<file path="src/rtl/cpu_ctrl_pkg.sv">
// cpu_ctrl_pkg: phase encodings, opcode patterns and defaults shared by the CPU sequencer.
package cpu_ctrl_pkg;
  localparam logic [3:0] PH_IDLE = 4'b0000;
  localparam logic [3:0] PH0 = 4'b0001;
  localparam logic [3:0] PH1 = 4'b0010;
  localparam logic [3:0] PH2 = 4'b0100;
  localparam logic [3:0] PH3 = 4'b1000;
  localparam int MLT_WAIT_DEF = 1;
  localparam logic [15:0] OP_MASK = 16'hF000;
  localparam logic [15:0] P_ADD  = 16'h1000;
  localparam logic [15:0] P_LI   = 16'h2000;
  localparam logic [15:0] P_B    = 16'h3000;
  localparam logic [15:0] P_BNZ  = 16'h4000;
  localparam logic [15:0] P_SGT  = 16'h5000;
  localparam logic [15:0] P_MLT  = 16'h6000;
  localparam logic [15:0] P_HALT = 16'hF000;
  typedef enum logic [3:0] {
    S_IDLE = PH_IDLE,
    S_PH0  = PH0,
    S_PH1  = PH1,
    S_PH2  = PH2,
    S_PH3  = PH3
  } state_t;
  function automatic logic op_is(input logic [15:0] ir, input logic [15:0] pat);
    return (ir & OP_MASK) == pat;
  endfunction
endpackage

</file>
<file path="src/rtl/cpu_ctrl_if.sv">
// cpu_ctrl_if: instruction-memory request/acknowledge bus.
interface cpu_ctrl_if;
  logic        imem_req;
  logic [15:0] imem_addr;
  logic        imem_ack;
  logic [15:0] imem_data;
  modport master (output imem_req, imem_addr, input imem_ack, imem_data);
  modport slave  (input imem_req, imem_addr, output imem_ack, imem_data);
endinterface

</file>
<file path="src/rtl/ctrl_decode.sv">
// ctrl_decode: classifies the instruction register into one-hot control classes.
module ctrl_decode
  import cpu_ctrl_pkg::*;
(
  input  logic [15:0] ir,
  output logic        wr,
  output logic        br,
  output logic        mlt,
  output logic        halt,
  output logic        ill
);
  assign wr   = op_is(ir, P_ADD) | op_is(ir, P_LI) | op_is(ir, P_SGT);
  assign br   = op_is(ir, P_B) | op_is(ir, P_BNZ);
  assign mlt  = op_is(ir, P_MLT);
  assign halt = op_is(ir, P_HALT);
  assign ill  = !(wr | br | mlt | halt);
endmodule

</file>
<file path="src/rtl/cpu_ctrl.sv">
// cpu_ctrl: fetch/decode/execute/writeback phase sequencer owning pc and ir.
module cpu_ctrl
  import cpu_ctrl_pkg::*;
#(
  parameter logic [15:0] RESET_PC = 16'h0000,
  parameter int          MLT_WAIT = MLT_WAIT_DEF
) (
  input  logic        CLK,
  input  logic        RST,
  input  logic        run,
  cpu_ctrl_if.master  imem,
  input  logic [15:0] q,
  output logic [3:0]  ph,
  output logic [15:0] pc,
  output logic [15:0] ir,
  output logic        rf_we,
  output logic        halted,
  output logic        illegal
);
  state_t state, state_n;
  logic [3:0] cnt, cnt_n;
  logic wr, br, mlt, halt, ill;
  ctrl_decode u_dec (.ir(ir), .wr(wr), .br(br), .mlt(mlt), .halt(halt), .ill(ill));
  always_ff @(posedge CLK) begin
    if (RST) begin
      state   <= S_IDLE;
      cnt     <= '0;
      pc      <= RESET_PC;
      ir      <= '0;
      halted  <= 1'b0;
      illegal <= 1'b0;
    end else begin
      state <= state_n;
      cnt   <= cnt_n;
      if (state == S_PH0 && imem.imem_ack) begin
        ir <= imem.imem_data;
        pc <= pc + 16'd1;
      end
      if (state == S_PH3) begin
        if (br) pc <= q;
        if (halt) halted <= 1'b1;
        if (ill) illegal <= 1'b1;
      end
    end
  end
  // the stall count is loaded in PH1 so PH2 lasts exactly cnt+1 cycles
  always_comb begin
    state_n = state;
    cnt_n   = cnt;
    case (state)
      S_IDLE: state_n = (run && !halted) ? S_PH0 : S_IDLE;
      S_PH0:  state_n = imem.imem_ack ? S_PH1 : S_PH0;
      S_PH1: begin
        state_n = S_PH2;
        cnt_n   = mlt ? 4'(MLT_WAIT) : 4'd0;
      end
      S_PH2: begin
        state_n = (cnt == 4'd0) ? S_PH3 : S_PH2;
        cnt_n   = (cnt == 4'd0) ? cnt : cnt - 4'd1;
      end
      S_PH3:  state_n = (!halt && run) ? S_PH0 : S_IDLE;
      default: state_n = S_IDLE;
    endcase
  end
  assign ph             = state;
  assign rf_we          = (state == S_PH3) && (wr || mlt);
  assign imem.imem_req  = (state == S_PH0);
  assign imem.imem_addr = pc;
endmodule

</file>
<file path="src/flat_wrapper.sv">
// flat-port wrapper written by rule: the top's interface ports become plain ports
module cpu_ctrl_flat import cpu_ctrl_pkg::*;
#(
  parameter logic [15:0] RESET_PC = 16'h0000,
  parameter int          MLT_WAIT = MLT_WAIT_DEF
)
  (CLK, RST, run, q, ph, pc, ir, rf_we, halted, illegal, imem_imem_req, imem_imem_addr, imem_imem_ack, imem_imem_data);
  cpu_ctrl_if imem_i ();
  input  logic CLK;
  input  logic RST;
  input  logic run;
  input  logic [15:0] q;
  output logic [3:0] ph;
  output logic [15:0] pc;
  output logic [15:0] ir;
  output logic rf_we;
  output logic halted;
  output logic illegal;
  output wire logic [$bits(imem_i.imem_req)-1:0] imem_imem_req;
  output wire logic [$bits(imem_i.imem_addr)-1:0] imem_imem_addr;
  input wire logic [$bits(imem_i.imem_ack)-1:0] imem_imem_ack;
  input wire logic [$bits(imem_i.imem_data)-1:0] imem_imem_data;
  assign imem_imem_req = imem_i.imem_req;
  assign imem_imem_addr = imem_i.imem_addr;
  assign imem_i.imem_ack = imem_imem_ack;
  assign imem_i.imem_data = imem_imem_data;
  cpu_ctrl #(.RESET_PC(RESET_PC), .MLT_WAIT(MLT_WAIT)) u_core (.CLK(CLK), .RST(RST), .run(run), .imem(imem_i), .q(q), .ph(ph), .pc(pc), .ir(ir), .rf_we(rf_we), .halted(halted), .illegal(illegal));
endmodule
</file>
<file path="config.mk">
export PLATFORM = sky130hd
export DESIGN_NAME = cpu_ctrl_flat
export DESIGN_NICKNAME = d
export VERILOG_FILES = /design/src/rtl/cpu_ctrl_pkg.sv /design/src/rtl/cpu_ctrl_if.sv /design/src/rtl/ctrl_decode.sv /design/src/rtl/cpu_ctrl.sv /design/src/flat_wrapper.sv
export SDC_FILE = /design/constraint.sdc
export NUM_CORES = 1
export LEC_CHECK = 0
export BUFFER_PORTS_ARGS = -buffer_cell sky130_fd_sc_hd__buf_4
export CAP_MARGIN = 20
export CORE_ASPECT_RATIO = 0.5
export CORE_MARGIN = 2
export CORE_UTILIZATION = 45
export DETAILED_ROUTE_END_ITERATION = 16
export PLACE_DENSITY_LB_ADDON = 0.1
export SLEW_MARGIN = 20
export SYNTH_ARGS = -nofsm -noshare
export SYNTH_HDL_FRONTEND = slang
export SYNTH_SLANG_ARGS = --single-unit
</file>
<file path="constraint.sdc">
create_clock -name CLK -period 4.2 [get_ports CLK]
set_input_delay 0.42 -clock CLK [delete_from_list [all_inputs] [get_ports CLK]]
set_output_delay 0.42 -clock CLK [all_outputs]
set_load 0.05 [all_outputs]
</file>
# Word level (Yosys, flattened, before mapping)
# Index checks and enable logic that the tools add are counted.
# word_totals
reg_bits	42
input_bits	36
out_inout_bits	56
wordCells	51
# op_classes
addsub	2
eq_ne	12
muxes	11
bitwise	7
n_reduce_logical	13
# op_table
operator	n
$mux W16	3
$pmux W4 S5	1
$add A16 B1 Y16 const B	1
$eq A4 B3 Y1 const B	4
$eq A4 B2 Y1 const B	3
$eq A4 B1 Y1 const B	2
$eq A4 B4 Y1 const B	2
$logic_not A4 Y1	2
$mux W4	2
$pmux W4 S2	1
$or A1 B1 Y1	6
$reduce_and A2 Y1	3
$logic_and A1 B1 Y1	4
$sub A4 B1 Y4 const B	1
$mux W1	3
$logic_not A1 Y1	2
$mux W2	1
$ne A2 B2 Y1 const B	1
$reduce_bool A2 Y1	1
$logic_or A1 B1 Y1	1
$not A1 Y1	1

# Longest topological paths before layout
# Gate-level depths: netlist (run 1).
# depth
word_depth	8
depth_mapped	8
depth_no_buf	6

# Cells and area by module
# A second synthesis (run 1) with hierarchy kept.
# unflattened
cells_unflattened	264
hier_area_um2	2172.1
# by_module_without_submodules
mod	n_inst	cells_each	area_each_um2	seq_area_each_um2
cpu_ctrl	1	250	2079.5	840.8
ctrl_decode	1	14	92.6	0.0

# Worst setup path before layout (run 1)
# Ideal clock, no wire load.
# synth_timing
path_type	flip-flop to output port
from	reg u_core.state[3], in the netlist u_core.ph[3]
to	out rf_we
arrival_ns	2.462
required_ns	3.780
slack_ns	1.318
stages_incl_launch_ff	3
path_buffers	0
cell_sequence	dfxtp_1 > or4b_2 > nor3_1
# synth_between
elab_chain_len	2
# synth_lines
element	line	source
start: declaration	cpu_ctrl.sv:20	state_t state, state_n;
start signal: assignment	cpu_ctrl.sv:33	state <= state_n;
$eq A4 B4 Y1	cpu_ctrl.sv:66	assign rf_we = (state == S_PH3) && (wr || mlt);
$logic_and A1 B1 Y1	cpu_ctrl.sv:66	
end: declaration	flat_wrapper.sv:16	output logic rf_we;
# Every way passes these cells.

# Worst setup path in the final report (run 1)
# layout_timing
from	reg u_core.state[3], in the netlist u_core.ph[3]
to	reg u_core.pc[1], in the netlist u_core.imem.imem_addr[1]
# layout_between
elab_chain_len	5
elab_cells_between_ends	6
cone_classes	2 x eq/ne; 3 x mux; 1 x reduce/logical
# layout_lines
element	line	source
$eq A4 B1 Y1	cpu_ctrl.sv:35	if (state == S_PH0 && imem.imem_ack) begin
$logic_and A1 B1 Y1	cpu_ctrl.sv:35	
$mux W16	cpu_ctrl.sv:35	
$mux W16	cpu_ctrl.sv:40	if (br) pc <= q;
$mux W16 (*)	cpu_ctrl.sv:39	if (state == S_PH3) begin
end signal: assignment	cpu_ctrl.sv:37	pc <= pc + 16'd1;
end signal: assignment	cpu_ctrl.sv:40	
end: declaration	cpu_ctrl.sv:14	output logic [15:0] pc,
# Mark *: on every way between the ends. The rest lies on a longest branch, timed or not.
# A chain may end at the register's enable or synchronous reset.

==> implementation parameters, run 1 <==
Parameter                              Value

Outcome
  Result of the run    complete, no violations

Synthesis
  Top cells by area in the synthesized netlist    dfxtp_1 (40%), nand2_1 (7.7%), buf_4 (6.1%)
  Synth Net Count    300
  Post-synthesis cell count    around 260
  Synth Register Bits    42
  Number of unique standard cell types used by synthesis    41
  Asr flop ratio synth    0
  Sequential cell area fraction in the yosys report    0.401
  Cell area after synthesis    2090 um^2
  Number of flops mapped to enable cells by yosys    0
  Syn Area/Cell    7.99 um^2
  Leading cell type by number of instances after synthesis    nand2_1
  Dominant cell type by area after synthesis    dfxtp_1
  Yosys warns    0
  Predominant post-synthesis flop cell    dfxtp_1
  Share of Yosys cell area claimed by the top area cell type    0.401
  Synth top cells by count    nand2_1 (43), dfxtp_1 (42), a21oi_1 (22)

Power and ir drop
  Peak supply drop    0.177 mV
  Leakage    1.11 nW
  Overall power    0.843 mW
  Power density over the cells    304 nW/um^2

GRT
  Overall track demand over capacity in global routing    0.198
  Vias in the first global route    1919
  GRT Residual Overflow    0
  First-pass GRT wire length    ~8.2 mm
  Antenna violations before repair    0
  Pin count of the biggest net entering global routing    44

Placed design
  Placer congestion estimate    0.858
  PortBufs    91
  Count of placed standard cells including taps    between 300 and 400
  HPWL Detailed    3.68 mm

Clock network
  Clock Tree Buf Depth    2
  Clock root cell    clkbuf_8
  Total of hold buffers inserted after clock tree synthesis    0
  # clock sinks    42
  Post-cts resize count    0
  Level count of the clock H-tree    2
  Clock slew at reported path FFs    0.08 ns
  Clock buffer count from CTS    5
  TritonCTS clock tree    built
  Skew-Pair Late Insertion Delay    slightly below 0.3 ns
  Setup repair bufs after CTS    0

Cells and area
  Share of post-route cells with drive strength above 1    0.327
  Number of cells in the finished layout apart from fillers    387
  Final net count    367
  Number of antenna diodes    0
  Number of filler cells placed in the layout    400
  Synthesis-to-layout area growth    32.4%

Setup path
  Count of cells along the worst register-to-register path    5
  Cell-by-cell trace of the critical path    or4b_1 > clkinv_2 > and2_1 > nand2_1 > a311oi_1
  Start-to-end type of the worst setup path    reg -> reg
  CP Launch Point    u_core.ph[3]
  Critical path endpoint category    flip-flop
  Arrival time of the worst setup path    2.48 ns
  Slowest cell on crit path    or4b_1
  Data required time of the worst path    between 4 and 5 ns
  Max stage delay on crit path    around 0.73 ns
  Worst R2R Start    u_core.ph[3]
  Max Fanout on Critical Path    18
  Internal reg-to-reg setup slack    a little under 2 ns
  RR Endpoint    u_core.imem.imem_addr[1]
  Kind of launch point of the worst setup path    flip-flop

STA
  Final Hold Slack    0.369 ns
  Transition time of the tightest slew-check pin    0.938 ns
  Max Freq    439 MHz
  Final slew viol count    0
  Final worst clock skew    0.00434 ns
  Fin crit share    0.542
  Setup repair after global routing missed its margin    no
  Count of final hold-check violations    0
  Aggregate negative setup slack    0 ns
  Number of failing setup endpoints in the final timing report    0
  Clock period minus worst slack    2.28 ns
  Max_slew headroom    0.375

Detailed routing
  Initial detailed-routing violation count    58
  Via count of the routed design    2034
  Via/cell ratio    5.26
  Detail Route Antenna Nets    0
  Detailed-router iteration count before antenna repair    4
  Total Routed Length    4.99 mm
  Mean routed wirelength per cell    12.9 um
  Residual DRC count    0

Die
  Die width    100 um
  Effective utilization at floorplan    0.471
  I/O pin count    between 90 and 100
  Standard cell core area    4450 um^2
  Die area    5250 um^2
  Vertical extent of the die    between 50 and 60 um
  Total number of placement rows    17

Worst hold path
  Hold worst-path end    u_core.ir[8]
  Hold Path Origin    imem_imem_data[8]
  Class of the worst hold path    in -> reg
  Hold depth    3

Job
  Reported max-cap violation count    0
==> state kept, by name, summed over array words and instances, names as in the netlist <==
register	flops
u_core.halted	1
u_core.imem.imem_addr	16
u_core.illegal	1
u_core.cnt	4
u_core.ir	16
u_core.ph	4
==> power by group <==
part / internal, mW / switching [mW] / leakage (nW)
Sequential: 0.407 / 0.00924 / 0.340
Clock: 0.178 / 0.137 / 0.0524
Combinational: 0.0444 / 0.0680 / 0.722
Total: 0.629 / 0.214 / 1.11
==> cells by family (layout without fill, tap and decap cells) <==
| logic type | count (synthesis) | after routing | synth area share |
|---|---|---|---|
| DFF | 42 | 42 | 0.401 |
| buffers and inverters | 40 | 108 | 0.104 |
| and+or+nand+nor | 115 | 115 | 0.277 |
| adders and majority gates | 2 | 2 | 0.0119 |
| AOI/OAI and AO/OA | 51 | 51 | 0.155 |
| xor gates and xnor gates | 12 | 12 | 0.0502 |
==> area by class of cell <==
cell class | count | area [um^2] | area share
Sequential cell | 42 | 841 | 0.303
Clock buffer | 7 | 76.3 | 0.0275
Clock inverter | 1 | 30.0 | 0.0108
Tap cell | 57 | 71.3 | 0.0257
Multi-Input combinational cell | 180 | 1040 | 0.374
Timing Repair Buffer | 91 | 683 | 0.246
Inverter | 9 | 35.0 | 0.0126
==> layer usage <==
metal  share of wire  up-vias  routed length, um  GRT usage
li1                -     1035                  -          -
met1            0.45      934               2230      0.228
met2            0.48       60               2400      0.356
met3           0.066        5                328     0.0600
met4          0.0058        0                 29     0.0662
met5               0        -                  0          0
==> how the worst max path moves through the flow <==
stage                           endpoint  slack (ns)  cells after the start
6_report        u_core.imem.imem_addr[1]        1.92                      5
5_1_grt         u_core.imem.imem_addr[0]        1.72                      5
4_1_cts         u_core.imem.imem_addr[1]        1.91                      5
3_5_place_dp    u_core.imem.imem_addr[1]        1.93                      5
3_3_place_gp   u_core.imem.imem_addr[15]        2.01                      4
2_1_floorplan                      rf_we        1.32                      2
==> layout by cell type, fill, tap and decap left out, types with 2 or more instances in the layout <==
cell type   n
a211oi_1   11
a21oi_1    22
a311oi_1    4
a31oi_1     2
and3_1      2
buf_4      91
clkbuf_1    2
clkbuf_8    5
dfxtp_1    42
ha_1        2
inv_1       8
nand2_1    43
nand3_1     6
nand4_1     6
nand4b_1    2
nor2_1     20
nor3_1      6
nor4_1      6
nor4b_1     2
o21ai_0     5
o311ai_0    2
or2_2       4
or3_1       7
or3b_2      2
or4b_2      2
xnor2_1    11
==> through the flow <==
step            util  instance area (um^2)  setup WS (ns)
2_1_floorplan      -                  2090           1.32
3_3_place_gp   0.600                  2670           2.01
3_5_place_dp   0.600                  2670           1.93
4_1_cts        0.624                  2770           1.91
5_1_grt        0.624                  2770           1.72
6_report       0.624                  2770           1.92
==> worst max-delay path, delay by kind of cell, from the launching register on <==
family	cells	cell delay, ns
DFF	1	0.37
AOI/OAI and AO/OA	1	0.26
and+or+nand+nor	3	1.40
buffers and inverters	1	0.16
Note: power is estimated with default switching activity, not from simulation.
==> run 2, diff against run 1 <==
clock period = 2.3 ns   (was 4.2 ns; I/O delays follow)
==> implementation parameters, run 2 (synthesis results as in run 1) <==
Parameter                              Value

Clock network
  Clock root cell    clkbuf_8
  Clock buffer count from CTS    5 (unchanged)
  # clock sinks    42 (unchanged)
  Setup repair bufs after CTS    0 (unchanged)
  TritonCTS clock tree    built
  Clock slew at reported path FFs    0.08 ns (about the same)
  Clock Tree Buf Depth    2 (unchanged)
  Total of hold buffers inserted after clock tree synthesis    0 (unchanged)
  Level count of the clock H-tree    2 (unchanged)
  Post-cts resize count    0 (unchanged)
  Skew-Pair Late Insertion Delay    0.29 ns (about the same)

Setup path
  Start-to-end type of the worst setup path    reg -> reg
  Critical path endpoint category    flip-flop
  Data required time of the worst path    2.50 ns (-1.90 ns)
  Internal reg-to-reg setup slack    0.12 ns (-1.80 ns)
  Worst R2R Start    u_core.ph[3]
  Arrival time of the worst setup path    2.38 ns (-0.10 ns)
  Max Fanout on Critical Path    7 (-11)
  RR Endpoint    u_core.imem.imem_addr[12]
  Kind of launch point of the worst setup path    flip-flop
  Count of cells along the worst register-to-register path    4 (-1)

Placed design
  Worst-case setup slack after placement    0.173 ns (-1.75 ns)
  Placer congestion estimate    0.765 (-11%)
  Area after detailed placement    2700 um^2 (+1.4%)
  PortBufs    91 (unchanged)
  HPWL Detailed    3.72 mm (+1.1%)
  Count of placed standard cells including taps    383 (+1.1%)

STA
  Number of failing setup endpoints in the final timing report    0 (unchanged)
  Final slew viol count    0 (unchanged)
  Max_slew headroom    0.569 (+0.194)
  Fin crit share    0.949 (+0.407)
  Max Freq    458 MHz (+4.4%)
  Post-layout worst setup margin    0.117 ns (-1.80 ns)
  Setup repair after global routing missed its margin    no
  Clock period minus worst slack    2.18 ns (-0.0957 ns)
  Final worst clock skew    0.00334 ns (-0.00100 ns)
  Transition time of the tightest slew-check pin    0.638 ns (-0.300 ns)
  Count of final hold-check violations    0 (unchanged)
  Aggregate negative setup slack    0 ns (unchanged)

Power and ir drop
  Power density over the cells    511 nW/um^2 (+68%)
  Overall power    1.42 mW (+69%)
  Peak supply drop    0.259 mV (+46%)
  Leakage    1.13 nW (+1.0%)

Cells and area
  Post-route standard cell area excluding fillers    2780 um^2 (+0.32%)
  Share of post-route cells with drive strength above 1    0.345 (+0.0181)
  Number of cells in the finished layout apart from fillers    390 (+0.78%)
  Number of antenna diodes    0 (unchanged)
  Synthesis-to-layout area growth    32.8%
  Final net count    371 (+1.1%)
  Number of filler cells placed in the layout    398 (-0.50%)
  Commonest non-fill, non-tap cell in the layout    buf_4
  Commonest cells after routing, fill and taps aside    buf_4 (95), nand2_1 (43), dfxtp_1 (41), a21oi_1 (22), nor2_1 (20)

Worst hold path
  Hold depth    3 (unchanged)
  Class of the worst hold path    in -> reg
  Hold Path Origin    imem_imem_data[6]
  Hold worst-path end    u_core.ir[6]

Die
  Effective utilization at floorplan    0.471 (unchanged)
  Standard cell core area    4450 um^2 (unchanged)
  I/O pin count    92 (unchanged)
  Die area    5250 um^2 (unchanged)
  Vertical extent of the die    52.2 um (unchanged)
  Total number of placement rows    17 (unchanged)
  Die width    100 um (unchanged)

Detailed routing
  Via/cell ratio    5.22 (-0.67%)
  Detail Route Antenna Nets    0 (unchanged)
  Total Routed Length    5.21 mm (+4.4%)
  Residual DRC count    0 (unchanged)
  Detailed-router iteration count before antenna repair    4 (unchanged)
  Via count of the routed design    2036 (+0.098%)
  Initial detailed-routing violation count    61 (+5.2%)
  Mean routed wirelength per cell    13.4 um (+3.6%)

GRT
  Antenna violations before repair    0 (unchanged)
  Overall track demand over capacity in global routing    0.208 (+0.0107)
  First-pass GRT wire length    8.56 mm (+4.7%)
  Pin count of the biggest net entering global routing    44 (unchanged)
  Vias in the first global route    1881 (-2.0%)
  GRT Residual Overflow    0 (unchanged)

Job
  Reported max-cap violation count    0 (unchanged)

Outcome
  Result of the run    complete, no violations
## run 2: report_power, final
part           leakage, nW  internal (mW)  switching (mW)
Clock               0.0438          0.204           0.247
Sequential           0.340          0.743          0.0162
Combinational        0.741         0.0850           0.127
## run 2: final cells by class
class | count | area, um^2 | area share
Timing Repair Buffer | 95 | 713 | 0.256
Sequential cell | 42 | 842 | 0.303
Multi-Input combinational cell | 180 | 1040 | 0.374
Inverter | 9 | 35.0 | 0.0126
Clock inverter | 2 | 10.0 | 0.00360
Clock buffer | 5 | 68.8 | 0.0247
Tap cell | 57 | 71.3 | 0.0256
## run 2: per-stage QoR
step | utilization | hold slack [ns]
after CTS | 0.626 | 0.174
after detailed placement | 0.608 | 0.447
after global placement | 0.608 | 0.443
after floorplan | - | 0.366
final | 0.626 | 0.182
after global routing | 0.626 | 0.178
## run 2: how the worst max path moves through the flow
stage / start / endpoint / slack (ns) / depth (start not counted)
after floorplan: u_core.ph[3] / u_core.imem.imem_addr[13] / 0.01 / 6
after global placement: u_core.ph[3] / u_core.imem.imem_addr[12] / 0.23 / 4
after detailed placement: u_core.ph[3] / u_core.imem.imem_addr[12] / 0.17 / 4
after CTS: u_core.ph[3] / u_core.imem.imem_addr[12] / 0.13 / 4
after global routing: u_core.ph[3] / u_core.imem.imem_addr[12] / 0.04 / 4
final: u_core.ph[3] / u_core.imem.imem_addr[12] / 0.12 / 4
## run 2: layer usage
layer | vias to the layer above | share of wire | global-route usage
met5 | - | 0 | 0
met4 | 0 | 0.0069 | 0.0479
met3 | 5 | 0.064 | 0.0693
met2 | 60 | 0.48 | 0.371
met1 | 927 | 0.45 | 0.248
li1 | 1044 | - | -
## run 2: critical path, stage by stage, from the launching register on
cell	delay, ns
dfxtp_1	0.37
or4b_1	0.66
or3_4	0.45
or3_1	0.35
a311oi_1	0.25
==> run 3, diff against run 2 <==
REMOVE_ABC_BUFFERS = 1   (was unset)
==> implementation parameters, run 3 (synthesis results as in run 1) <==
Parameter                              Value

GRT
  GRT Residual Overflow    0 (unchanged)
  Overall track demand over capacity in global routing    0.196 (-0.0120)
  First-pass GRT wire length    8.01 mm (-6.4%)
  Pin count of the biggest net entering global routing    44 (unchanged)
  Antenna violations before repair    0 (unchanged)
  Vias in the first global route    1769 (-6.0%)

Cells and area
  Commonest cells after routing, fill and taps aside    buf_4 (95), nand2_1 (43), dfxtp_1 (42), a21oi_1 (22), nor2_1 (20)
  Final net count    371 (unchanged)
  Post-route standard cell area excluding fillers    2790 um^2 (+0.22%)
  Number of antenna diodes    0 (unchanged)
  Share of post-route cells with drive strength above 1    0.338 (-0.00702)
  Number of cells in the finished layout apart from fillers    391 (+0.26%)
  Synthesis-to-layout area growth    33.1%
  Commonest non-fill, non-tap cell in the layout    buf_4
  Number of filler cells placed in the layout    413 (+3.8%)

Setup path
  Max Fanout on Critical Path    7 (unchanged)
  Critical path endpoint category    flip-flop
  Kind of launch point of the worst setup path    flip-flop
  Count of cells along the worst register-to-register path    4 (unchanged)
  Max stage delay on crit path    0.65 ns (about the same)
  Start-to-end type of the worst setup path    reg -> reg
  Cell-by-cell trace of the critical path    or4b_1 > or3_4 > or3_1 > a311oi_1
  Data required time of the worst path    2.49 ns (about the same)
  Arrival time of the worst setup path    2.35 ns (-0.03 ns)
  Slowest cell on crit path    or4b_1

Detailed routing
  Detail Route Antenna Nets    0 (unchanged)
  Total Routed Length    5.17 mm (-0.88%)
  Via/cell ratio    5.28 (+1.2%)
  Detailed-router iteration count before antenna repair    4 (unchanged)
  Initial detailed-routing violation count    98 (+61%)
  Residual DRC count    0 (unchanged)
  Mean routed wirelength per cell    13.2 um (-1.1%)
  Via count of the routed design    2065 (+1.4%)

Clock network
  Clock slew at reported path FFs    0.08 ns (about the same)
  Clock root cell    clkbuf_8
  Level count of the clock H-tree    2 (unchanged)
  Setup repair bufs after CTS    0 (unchanged)
  # clock sinks    42 (unchanged)
  Total of hold buffers inserted after clock tree synthesis    0 (unchanged)
  Post-cts resize count    0 (unchanged)
  TritonCTS clock tree    built
  Clock Tree Buf Depth    2 (unchanged)
  Clock buffer count from CTS    5 (unchanged)
  Skew-Pair Late Insertion Delay    0.29 ns (about the same)

Die
  Vertical extent of the die    52.2 um (unchanged)
  I/O pin count    92 (unchanged)
  Die width    100 um (unchanged)
  Standard cell core area    4450 um^2 (unchanged)
  Effective utilization at floorplan    0.471 (unchanged)
  Die area    5250 um^2 (unchanged)
  Total number of placement rows    17 (unchanged)

Job
  Reported max-cap violation count    0 (unchanged)

STA
  Number of failing setup endpoints in the final timing report    0 (unchanged)
  Setup repair after global routing missed its margin    no
  Max_slew headroom    0.525 (-0.0431)
  Final worst clock skew    0.00724 ns (+0.00390 ns)
  Final slew viol count    0 (unchanged)
  Post-layout worst setup margin    0.148 ns (+0.0306 ns)
  Count of final hold-check violations    0 (unchanged)
  Transition time of the tightest slew-check pin    0.702 ns (+0.0637 ns)
  Clock period minus worst slack    2.15 ns (-0.0306 ns)
  Fin crit share    0.936 (-0.0133)
  Max Freq    465 MHz (+1.4%)

Placed design
  Worst-case setup slack after placement    0.183 ns (+0.00963 ns)
  PortBufs    91 (unchanged)
  Count of placed standard cells including taps    383 (unchanged)
  HPWL Detailed    3.70 mm (-0.48%)
  Placer congestion estimate    0.792 (+3.6%)
  Area after detailed placement    2700 um^2 (-0.23%)

Power and ir drop
  Power density over the cells    525 nW/um^2 (+2.7%)
  Part of the total power dissipated in the clock network    0.337 (+0.020)
  Net switching power    0.394 mW (+0.95%)
  Overall power    1.46 mW (+2.9%)
  Leakage    1.13 nW (+0.24%)
  Power share of the sequential group    0.519 (-0.015)
  Fraction of power consumed by combinational cells    0.143 (-0.006)
  Peak supply drop    0.303 mV (+17%)
  Switching share of total power    0.269 (-0.00517)
  Cell Int Power    1.07 mW (+3.6%)

Outcome
  Result of the run    complete, no violations

Worst hold path
  Hold depth    3 (unchanged)
  Class of the worst hold path    in -> reg
## run 3: cell types whose count changed in the layout (fill, tap and decap cells not counted)
cell      before  now
clkinv_2       3    2
clkbuf_8       5    6
clkbuf_1       0    1
dfxtp_2        1    0
dfxtp_1       41   42
nor3_1         5    6
nor3_2         1    0
## run 3: final cells by class
cell class | count | area (um^2) | area share
well taps | 57 | 71.3 | 0.0256
flip-flops and latches | 42 | 841 | 0.302
repair buffers | 95 | 713 | 0.256
clock inverters | 1 | 5.00 | 0.00180
clock buffers | 7 | 86.3 | 0.0310
inverters | 9 | 35.0 | 0.0126
multi-input cells | 180 | 1040 | 0.372
## run 3: path summary, 6_finish.rpt
kind / start / slack [ns] / end
max: u_core.ph[3] / 0.15 / u_core.imem.imem_addr[14]
min: imem_imem_data[6] / 0.18 / u_core.ir[6]
max reg2reg: u_core.ph[3] / 0.15 / u_core.imem.imem_addr[14]
min reg2reg: u_core.ir[6] / 0.45 / u_core.ir[6]
## run 3: critical path, delay by kind of cell, from the launching register on
kind,cells,cell delay (ns)
flops,1,0.37
simple gates,3,1.42
compound gates,1,0.28
## run 3: routing by layer
| metal | share of wire | global-route usage | vias up | wire length [um] |
|---|---|---|---|---|
| li1 | - | - | 1047 | - |
| met3 | 0.094 | 0.0773 | 0 | 484 |
| met1 | 0.46 | 0.247 | 938 | 2360 |
| met5 | 0 | 0 | - | 0 |
| met2 | 0.45 | 0.327 | 80 | 2320 |
| met4 | 0 | 0.0342 | 0 | 0 |
## run 3: power groups by stage
stage	combinational (mW)	clock (mW)	sequential (mW)
after floorplan	0.0520	0	0.831
after global placement	0.208	0	0.775
after detailed placement	0.210	0	0.777
after CTS	0.211	0.506	0.760
after global routing	0.224	0.533	0.763
final	0.210	0.493	0.760
## run 3: metrics by stage
stage / hold WS (ns) / util / TNS (ns)
floorplan: 0.299 / - / -1.09
global placement: 0.443 / 0.607 / 0
detailed placement: 0.447 / 0.607 / 0
CTS: 0.174 / 0.627 / 0
global route: 0.173 / 0.627 / 0
finish: 0.185 / 0.627 / 0
